**src/rtl/bus_xfer_ctrl.sv**
```systemverilog
// Burst transfer controller that sits behind the bus arbiter. It runs the
// granted master's burst on the shared slave port and then pulses bus_ack.
module bus_xfer_ctrl #(
    parameter int N_MASTERS = 3,
    parameter int ADDR_W    = 8,
    parameter int DATA_W    = 16,
    parameter int LEN_W     = 2,
    parameter int TIMEOUT   = 15
) (
    input  logic                          clk,
    input  logic                          reset,
    input  logic [N_MASTERS-1:0]          bus_grant,
    output logic                          bus_ack,
    input  logic [N_MASTERS*ADDR_W-1:0]   m_addr,
    input  logic [N_MASTERS-1:0]          m_we,
    input  logic [N_MASTERS*LEN_W-1:0]    m_len,
    input  logic [N_MASTERS*DATA_W-1:0]   m_wdata,
    output logic [N_MASTERS-1:0]          m_wnext,
    output logic [DATA_W-1:0]             m_rdata,
    output logic [N_MASTERS-1:0]          m_rvalid,
    output logic                          s_req,
    output logic                          s_we,
    output logic [ADDR_W-1:0]             s_addr,
    output logic [DATA_W-1:0]             s_wdata,
    input  logic [DATA_W-1:0]             s_rdata,
    input  logic                          s_ready,
    output logic                          xfer_err
);

    localparam int OWN_W = (N_MASTERS > 1) ? $clog2(N_MASTERS) : 1;
    localparam int TMO_W = $clog2(TIMEOUT + 1);

    localparam logic [1:0] ST_IDLE = 2'd0;
    localparam logic [1:0] ST_XFER = 2'd1;
    localparam logic [1:0] ST_ACK  = 2'd2;

    logic [1:0]           state_q, state_d;
    logic [OWN_W-1:0]     owner_q, owner_d;
    logic [ADDR_W-1:0]    base_q, base_d;
    logic                 we_q, we_d;
    logic [LEN_W-1:0]     len_q, len_d;
    logic [LEN_W-1:0]     beat_q, beat_d;
    logic [TMO_W-1:0]     tmo_q, tmo_d;
    logic                 err_q, err_d;
    logic [DATA_W-1:0]    rdata_q, rdata_d;
    logic [N_MASTERS-1:0] rvalid_q, rvalid_d;

    logic [OWN_W-1:0]     grant_idx;
    logic                 grant_any;
    logic                 grant_multi;
    logic [N_MASTERS-1:0] owner_mask;
    logic                 in_xfer;
    logic [TMO_W-1:0]     tmo_inc;

    // Lowest set bit wins; only meaningful when the grant is one-hot.
    always_comb begin
        grant_idx = '0;
        for (int i = N_MASTERS - 1; i >= 0; i--) begin
            if (bus_grant[i]) grant_idx = OWN_W'(i);
        end
    end

    assign grant_any   = |bus_grant;
    assign grant_multi = (bus_grant & (bus_grant - N_MASTERS'(1))) != '0;
    assign owner_mask  = N_MASTERS'(1) << owner_q;
    assign in_xfer     = (state_q == ST_XFER);
    assign tmo_inc     = tmo_q + TMO_W'(1);

    always_comb begin
        // NOTE: every _d gets a default first so no latch is inferred.
        state_d  = state_q;
        owner_d  = owner_q;
        base_d   = base_q;
        we_d     = we_q;
        len_d    = len_q;
        beat_d   = beat_q;
        tmo_d    = tmo_q;
        err_d    = err_q;
        rdata_d  = rdata_q;
        rvalid_d = '0;

        case (state_q)
            ST_IDLE: begin
                if (grant_multi) begin
                    err_d = 1'b1;
                end else if (grant_any) begin
                    owner_d = grant_idx;
                    base_d  = m_addr[grant_idx*ADDR_W +: ADDR_W];
                    we_d    = m_we[grant_idx];
                    len_d   = m_len[grant_idx*LEN_W +: LEN_W];
                    beat_d  = '0;
                    tmo_d   = '0;
                    state_d = ST_XFER;
                end
            end
            ST_XFER: begin
                if (s_ready) begin
                    beat_d = beat_q + LEN_W'(1);
                    tmo_d  = '0;
                    if (!we_q) begin
                        rdata_d  = s_rdata;
                        rvalid_d = owner_mask;
                    end
                    if (beat_q == len_q) state_d = ST_ACK;
                end else begin
                    tmo_d = tmo_inc;
                    // Slave left s_req unanswered for TIMEOUT cycles: drop the rest.
                    if (tmo_inc == TMO_W'(TIMEOUT)) begin
                        err_d   = 1'b1;
                        state_d = ST_ACK;
                    end
                end
            end
            ST_ACK:  state_d = ST_IDLE;
            default: state_d = ST_IDLE;
        endcase
    end

    always_ff @(posedge clk or posedge reset) begin
        if (reset) begin
            state_q  <= ST_IDLE;
            owner_q  <= '0;
            base_q   <= '0;
            we_q     <= 1'b0;
            len_q    <= '0;
            beat_q   <= '0;
            tmo_q    <= '0;
            err_q    <= 1'b0;
            rdata_q  <= '0;
            rvalid_q <= '0;
        end else begin
            // NOTE: state updates use non-blocking assignments only.
            state_q  <= state_d;
            owner_q  <= owner_d;
            base_q   <= base_d;
            we_q     <= we_d;
            len_q    <= len_d;
            beat_q   <= beat_d;
            tmo_q    <= tmo_d;
            err_q    <= err_d;
            rdata_q  <= rdata_d;
            rvalid_q <= rvalid_d;
        end
    end

    assign bus_ack  = (state_q == ST_ACK);
    assign s_req    = in_xfer;
    assign s_we     = in_xfer & we_q;
    assign s_addr   = in_xfer ? (base_q + ADDR_W'(beat_q)) : '0;
    assign s_wdata  = in_xfer ? m_wdata[owner_q*DATA_W +: DATA_W] : '0;
    assign m_wnext  = (in_xfer && s_ready && we_q) ? owner_mask : '0;
    assign m_rdata  = rdata_q;
    assign m_rvalid = rvalid_q;
    assign xfer_err = err_q;

endmodule

```
**config.mk**
```make
export PLATFORM = sky130hd
export DESIGN_NAME = bus_xfer_ctrl
export DESIGN_NICKNAME = d
export VERILOG_FILES = /design/src/rtl/bus_xfer_ctrl.sv
export SDC_FILE = /design/constraint.sdc
export NUM_CORES = 1
export LEC_CHECK = 0
export CAP_MARGIN = 20
export CORE_ASPECT_RATIO = 1.2
export CORE_MARGIN = 2
export CORE_UTILIZATION = 42
export DETAILED_ROUTE_END_ITERATION = 8
export PLACE_DENSITY_LB_ADDON = 0.05
export SLEW_MARGIN = 20
export SYNTH_ARGS = -nofsm -noshare
export SYNTH_HDL_FRONTEND = slang
export SYNTH_SLANG_ARGS = --single-unit
export TNS_END_PERCENT = 20
```
**constraint.sdc**
```tcl
create_clock -name clk -period 2.9 [get_ports clk]
set_input_delay 0.58 -clock clk [delete_from_list [all_inputs] [get_ports clk]]
set_output_delay 0.58 -clock clk [all_outputs]
set_load 0.05 [all_outputs]
```
=== After elaboration in Yosys (flattened, before gate mapping) ===
Index checks and enable logic that the tools add are counted.

* Flip-flop bits (word level): 41
* Output and inout bits: 50
* Word-level logic and storage cells: 76

* Add/sub/neg operators: 4
* $lt $le $gt $ge: 1
* Equality and inequality tests: 12
* Shift operators: 4
* Mux-type cells: 29
* Bitwise operators: 4
* Reduce and logical (&&, ||, !) cells: 12

{| class="wikitable"
|+ Operators with widths
! cell !! count
|-
| $shiftx A48 B7 Y16 || 1
|-
| $shiftx A24 B6 Y8 || 1
|-
| $mux W2 || 11
|-
| $mux W16 || 1
|-
| $mux W3 || 4
|-
| $mux W4 || 3
|-
| $reduce_and A4 Y1 || 3
|-
| $ne A2 B2 Y1 const B || 5
|-
| $reduce_and A3 Y1 || 3
|-
| $add A8 B2 Y8 || 1
|-
| $mux W8 || 1
|-
| $pmux W2 S2 || 2
|-
| $pmux W4 S2 || 1
|-
| $ne A3 B2 Y1 const B || 2
|-
| $shiftx A6 B4 Y2 || 1
|-
| $add A4 B1 Y4 const B || 1
|-
| $eq A4 B4 Y1 const B || 1
|-
| $mux W1 || 4
|-
| $and A3 B3 Y3 || 1
|-
| $lt A2 B3 Y1 const B || 1
|-
| $reduce_bool A3 Y1 || 1
|-
| $reduce_or A3 Y1 || 1
|-
| $shl A1 B2 Y3 const A || 1
|-
| $sub A3 B1 Y3 const B || 1
|-
| other kinds (12) || 14
|}

=== Logic depth before layout (Yosys ltp) ===
Gate-level depths: netlist of run 1.

* Depth in word-level cells: 5
* Depth in mapped cells: 7
* Gate-level depth less buffers: 6

=== Worst setup path before layout of run 1 ===
Ideal clock, no wire load.

* Path type: flip-flop to output port
* From: reg state_q[1]
* To: out m_wnext[0]
* Data arrival time: 2004 ps
* Slack: 316 ps
* Stages on the path, launching flop included: 6
* Path buffers: 1
* Cell sequence: dfrtp_1 > nand2b_1 > buf_6 > inv_8 > nand3_1 > nor3_1

* Word-level cells in the longest chain between the ends: 4

{| class="wikitable"
|+ RTL lines
! element !! line !! source
|-
| start: declaration || 37 || <nowiki>logic [1:0] state_q, state_d;</nowiki>
|-
| start signal: assignment || 133 || <nowiki>state_q <= state_d;</nowiki>
|-
| $eq A2 B1 Y1 || 66 || <nowiki>assign in_xfer = (state_q == ST_XFER);</nowiki>
|-
| via s_req || 21 || <nowiki>output logic s_req,</nowiki>
|-
| $logic_and A1 B1 Y1 (2 in a row) || 151 || <nowiki>assign m_wnext = (in_xfer && s_ready && we_q) ? owner_mask : '0;</nowiki>
|-
| $mux W3 || 151 ||
|-
| end: declaration || 18 || <nowiki>output logic [N_MASTERS-1:0] m_wnext,</nowiki>
|}

The timed path passes the listed nets, and every way through them passes these cells.

=== Worst setup path in the final report of run 1 ===
* From: reg owner_q[0]
* To: out s_wdata[12]

* Word-level cells in the longest chain between the ends: 2

{| class="wikitable"
|+ RTL lines
! element !! line !! source
|-
| start: declaration || 38 || <nowiki>logic [OWN_W-1:0] owner_q, owner_d;</nowiki>
|-
| start signal: assignment || 134 || <nowiki>owner_q <= owner_d;</nowiki>
|-
| $shiftx A48 B7 Y16 || 150 || <nowiki>assign s_wdata = in_xfer ? m_wdata[owner_q*DATA_W +: DATA_W] : '0;</nowiki>
|-
| $mux W16 || 150 ||
|-
| end: declaration || 24 || <nowiki>output logic [DATA_W-1:0] s_wdata,</nowiki>
|}

Every way passes these cells.

==> impl_metrics.yaml, run 1 <==
status:
  outcome: "complete, no violations"
timing:
  skew_ns: 0.00993
  fin_crit_ns: 2.62
  max_slew_margin_pct: 59.3
  drv_slew: 0
  rsz0062_at_grt: "no"
  hold_viol_final: 0
  fmax_mhz: 382
  setup_tns_ns: 0
  setup_ws_ns: 0.283
  tightestPinTransition_ns: 0.611
  setup_viol: 0
  fin_crit_sh_pct: 90.2
synthesis:
  ys_ff_latch: 41
  syn_area_per_cell_um2: 9.43
  synth_edf_count: 0
  synth-simple-area-share_pct: 17.7
  synth-seq-area-share_pct: 37.8
  synth_ff_type: "dfrtp_1"
  synth_mux_area_share_pct: 14.1
  syn-cell-area_um2: 2720
  postSynthCellCount: 288
  synthArstFlopShare_pct: 100
  synth_fa_ha_area_share_pct: 2.58
  synth_cell_type_count: 41
  syn-num-nets: 396
  synth_top_family_by_area: "compound AO/OA/AOI/OAI gates"
  synth_compound_area_share_pct: 18.8
  yosys_warnings: 0
  synth-xor-area-share_pct: 3.50
global_route:
  grt_pass1_wl_mm: 13.2
  grt_pass1_vias: 2613
  grt_overflow: 0
  grt.total_usage_pct: 23.4
  grt_max_degree: 42
  busiest_layer: "met2"
  antenna_found_initial: 0
  grt_use_met1_pct: 27.4
  grt_util_met3_pct: 7.09
  use_met2_pct: 41.1
setup_path:
  critical_path_class: "register to output port"
  crit_top_cell: "nor2_1"
  crit_required_ns: 2.32
  cp.arrival_ns: 2.04
  path_max_fanout: 12
  start_kind: "register"
  cp_slowest_cell: "dfrtp_1"
  cpLargestDelayFamily: "flip-flops"
  timing.critical_path.slowest_cell_delay_ns: 0.74
  path_cells: "buf_4 > mux2i_1 > nor2_1 > a21oi_1 > nor2_1 > buf_12"
  crit_buf_inv: 2
  end_kind: "output port"
cts:
  path_clk_slew_ns: 0.08
  hold_buffers: 0
  cts_sinks: 41
  cts_root_buf: "clkbuf_8"
  cts_resized: 0
  cts_buffers: 5
  cts_tree: "yes"
  cts_buffer_depth: 2
  htreeDepth: 2
  postCtsSetupRepairBufs: 0
  worstSkewPairLatency_ns: 0.30
die:
  dieArea_um2: 7130
  initial_core_util_pct: 42.9
  core_um2: 6330
  fp.dieW_um: 77.4
  die_h_um: 92.1
  io_pins: 153
  rows: 32
drt:
  first_pass_iters: 4
  ant_nets: 0
  drc: 0
  drt_iter0_markers: 103
  wire_per_inst_um: 15.3
  wl_mm: 7.99
  vias: 2687
  avgViaCountPerCell: 5.15
cells_and_area:
  layout-drive-gt1-share_pct: 16.5
  post-route-cell-area_um2: 4630
  diodes: 0
  areaGrowthSynthToFinish_pct: 70.7
  final_nets: 544
placed_design:
  place_congestion: 0.729
  hpwl_mm: 6.22
  port_buffers: 152
  pre_cts_slack_ns: 0.616
  placed_cell_area_um2: 4520
flow_run:
  drv_cap: 0
power:
  p_per_area_nw_per_um2: 1160
  power_leakage_nw: 1.92
  vdd_ir_drop_max_uv: 578
min_path:
  hold_path.class: "register to register"
==> cell usage in the layout, fill, tap and decap left out, types with 6 or more instances in the layout <==
cell             instances
a21oi_1                 18
buf_12                  24
buf_4                   14
clkdlybuf4s50_1        123
dfrtp_1                 41
mux2_2                   7
mux2_4                   9
mux2i_1                 17
nand2_1                 18
nand2b_1                 6
nor2_1                  51
o21ai_0                 11
o22a_1                  11
o22ai_1                 11
o31ai_1                  9
xor2_1                   7
==> cell families (layout without fill, tap and decap cells) <==
family          after synthesis  count (layout)
compound gates               72              72
fa+ha+maj                     5               5
flops                        41              41
simple gates                101             101
mux                          33              33
xor+xnor                     10              10
buf+inv                      26             175
==> Yosys cell counts (4+ instances only) <==
cell type / number / share of area, %
inv_1: 5 / 0.69
o31ai_2: 5 / 2.3
nor2_1: 51 / 7.1
and2_1: 5 / 1.2
nand2b_1: 6 / 1.4
o31ai_1: 9 / 2.5
o21ai_0: 11 / 2.0
o22ai_1: 11 / 2.5
ha_1: 4 / 1.8
clkbuf_1: 9 / 1.2
nand2_1: 18 / 2.5
dfrtp_1: 41 / 38
a21oi_1: 18 / 3.3
mux2i_1: 17 / 6.3
nor2b_1: 4 / 0.92
o22a_1: 11 / 3.5
buf_2: 8 / 1.5
mux2_2: 7 / 2.9
mux2_4: 9 / 5.0
nor3_1: 4 / 0.74
xor2_1: 7 / 2.3
nand3_1: 5 / 0.92
==> stage by stage <==
stage	cells	util, %	hold WS [ns]	power [mW]
3_3_place_gp	514	71.5	0.481	4.88
3_5_place_dp	514	71.5	0.484	4.94
6_report	522	73.3	0.499	5.37
4_1_cts	522	73.3	0.506	5.42
2_1_floorplan	288	-	0.464	3.42
5_1_grt	522	73.3	0.517	5.67
==> path summary, 6_finish.rpt <==
path / start / to / cells past startpoint / slack [ns]
min in group asynchronous: reset / m_rdata[14] / 3 / 0.69
min reg2reg: base_q[0] / base_q[0] / 2 / 0.50
max reg2reg: state_q[1] / m_rdata[8] / 5 / 1.19
min: base_q[0] / base_q[0] / 2 / 0.50
max: owner_q[0] / s_wdata[12] / 6 / 0.28
max in group asynchronous: reset / m_rdata[0] / 3 / 1.82
==> layout make-up <==
type / instances / area (um^2)
multi-input cells: 221 / 1540
fillers: 507 / 1690
repair buffers: 161 / 1820
well taps: 85 / 106
flip-flops and latches: 41 / 1030
clock buffers: 5 / 68.8
clock inverters: 3 / 43.8
inverters: 6 / 30.0
==> worst reg2reg max path, stage by stage (launching register included) <==
cell	delay, ns
dfrtp_1	0.45
nand2b_1	0.26
inv_8	0.13
nand2_8	0.08
nor2_8	0.31
mux2_2	0.39
==> flip-flops by register name, summed over array words and instances, names as in the netlist <==
signal and cells:
m_rvalid 3, state_q 2, owner_q 2, we_q 1
tmo_q 4, base_q 8, beat_q 2, xfer_err 1
len_q 2, m_rdata 16
==> where the power goes <==
group / internal (mW) / switching (mW) / leakage, nW / total [mW]
clock: 0.258 / 0.208 / 0.0585 / 0.466
sequential: 0.820 / 0.247 / 0.504 / 1.07
combinational: 1.63 / 2.21 / 1.36 / 3.84
==> metal layers <==
| metal | routed length [um] | vias up |
|---|---|---|
| met2 | 4100 | 120 |
| met3 | 624 | 10 |
| met4 | 144 | 0 |
| met5 | 0 | - |
| li1 | - | 1318 |
| met1 | 3120 | 1239 |
(Power assumes the default switching activity.)
==> run 2: changes to the inputs <==
--- a/config.mk
+++ b/config.mk
@@ -6,7 +6,7 @@
 export NUM_CORES = 1
 export LEC_CHECK = 0
 export CAP_MARGIN = 20
-export CORE_ASPECT_RATIO = 1.2
+export CORE_ASPECT_RATIO = 0.8
 export CORE_MARGIN = 2
 export CORE_UTILIZATION = 42
 export DETAILED_ROUTE_END_ITERATION = 8
==> impl_metrics.yaml, run 2 (synthesis results as in run 1) <==
setup_path:
  cp_slowest_cell: "dfrtp_1"
  cp.arrival_ns: 1.98
  path_cells: "buf_4 > mux2i_1 > nor2_1 > a21oi_1 > nor2_1 > buf_12"
  start_kind: "register"
  timing.critical_path.slowest_cell_delay_ns: 0.72
  crit_top_cell: "nor2_1"
  path_max_fanout: 13
  critical_path_class: "register to output port"
  cpLargestDelayFamily: "flip-flops"
  end_kind: "output port"
  crit_buf_inv: 2
  crit_required_ns: 2.32
die:
  rows: 26
  initial_core_util_pct: 43.0
  core_um2: 6310
  dieArea_um2: 7130
  fp.dieW_um: 93.9
  io_pins: 153
  die_h_um: 75.9
global_route:
  antenna_found_initial: 0
  grt_overflow: 0
  grt_pass1_vias: 2737
  grt_pass1_wl_mm: 13.8
  grt_max_degree: 42
  grt.total_usage_pct: 24.1
drt:
  drt_iter0_markers: 127
  drc: 0
  vias: 2690
  wire_per_inst_um: 16.6
  avgViaCountPerCell: 5.17
  wl_mm: 8.64
  first_pass_iters: 4
  top_layer: "met4"
  wl_met1_mm: 3.84
  wl_met2_mm: 4.06
  met3_length_um: 707
  ant_nets: 0
cts:
  cts_tree: "yes"
  cts_buffers: 5
  cts_resized: 0
  htreeDepth: 2
  cts_buffer_depth: 2
  cts_sinks: 41
  hold_buffers: 0
  worstSkewPairLatency_ns: 0.29
  path_clk_slew_ns: 0.08
  cts_root_buf: "clkbuf_8"
  postCtsSetupRepairBufs: 0
cells_and_area:
  diodes: 0
  areaGrowthSynthToFinish_pct: 68.5
  utilization_pct: 72.5
  layout_commonest_cell: "clkdlybuf4s50_1"
  layout_common_cells: "123 x clkdlybuf4s50_1, 51 x nor2_1, 41 x dfrtp_1"
  post-route-cell-area_um2: 4570
  final-seq-area_um2: 1030
  fillers: 468
  layout-drive-gt1-share_pct: 16.3
  final_cells: 520
  multi_input_area_um2: 1540
  largest_reg_flops: 16
  final_nets: 543
power:
  power_leakage_nw: 1.90
  p_total_mw: 5.24
  p_per_area_nw_per_um2: 1150
  vdd_ir_drop_max_uv: 534
placed_design:
  placedCellCount: 512
  placed_cell_area_um2: 4490
  pre_cts_slack_ns: 0.550
  port_buffers: 152
  place_congestion: 0.813
  hpwl_mm: 6.86
timing:
  skew_ns: 0.00637
  drv_slew: 0
  fin_crit_sh_pct: 88.2
  max_slew_margin_pct: 50.9
  hold_viol_final: 0
  setup_tns_ns: 0
  fin_crit_ns: 2.56
  fmax_mhz: 391
  tightestPinTransition_ns: 0.733
  setup_viol: 0
  holdWs_ns: 0.501
  setup_ws_ns: 0.342
  rsz0062_at_grt: "no"
status:
  outcome: "complete, no violations"
flow_run:
  drv_cap: 0
min_path:
  hold_path.class: "register to register"
[run 2: layout make-up]
| class | count | area share, % |
|---|---|---|
| clock buffer | 5 | 1.50 |
| timing repair buffer | 160 | 39.0 |
| sequential | 41 | 22.4 |
| multi-input combinational | 221 | 33.7 |
| inverter | 6 | 0.656 |
| clock inverter | 3 | 0.383 |
| tap | 84 | 2.30 |
[run 2: power breakdown]
| group | total, mW | switching [mW] | internal (mW) |
|---|---|---|---|
| Combinational | 3.78 | 2.19 | 1.59 |
| Sequential | 1.09 | 0.265 | 0.821 |
| Clock | 0.373 | 0.207 | 0.166 |
[run 2: per-layer routing]
layer | track usage [%] | vias up
li1 | - | 1315
met1 | 32.8 | 1276
met2 | 39.7 | 95
met3 | 5.67 | 4
met4 | 4.35 | 0
met5 | 0 | -
[run 2: final timing paths]
kind	start	end	slack (ns)	depth (start not counted)
max in group asynchronous	reset	tmo_q[3]	1.84	3
worst min register to register	xfer_err	xfer_err	0.50	1
worst min-delay path	xfer_err	xfer_err	0.50	1
min in group asynchronous	reset	m_rdata[9]	0.71	3
worst max-delay path	owner_q[0]	s_wdata[7]	0.34	6
worst max register to register	state_q[1]	m_rdata[3]	1.16	5
[run 2: worst reg2reg max path: cells and delay by family (launching register included)]
| family | cells | cell delay, ns |
|---|---|---|
| simple gates | 3 | 0.65 |
| buf+inv | 1 | 0.14 |
| mux | 1 | 0.39 |
| flops | 1 | 0.45 |
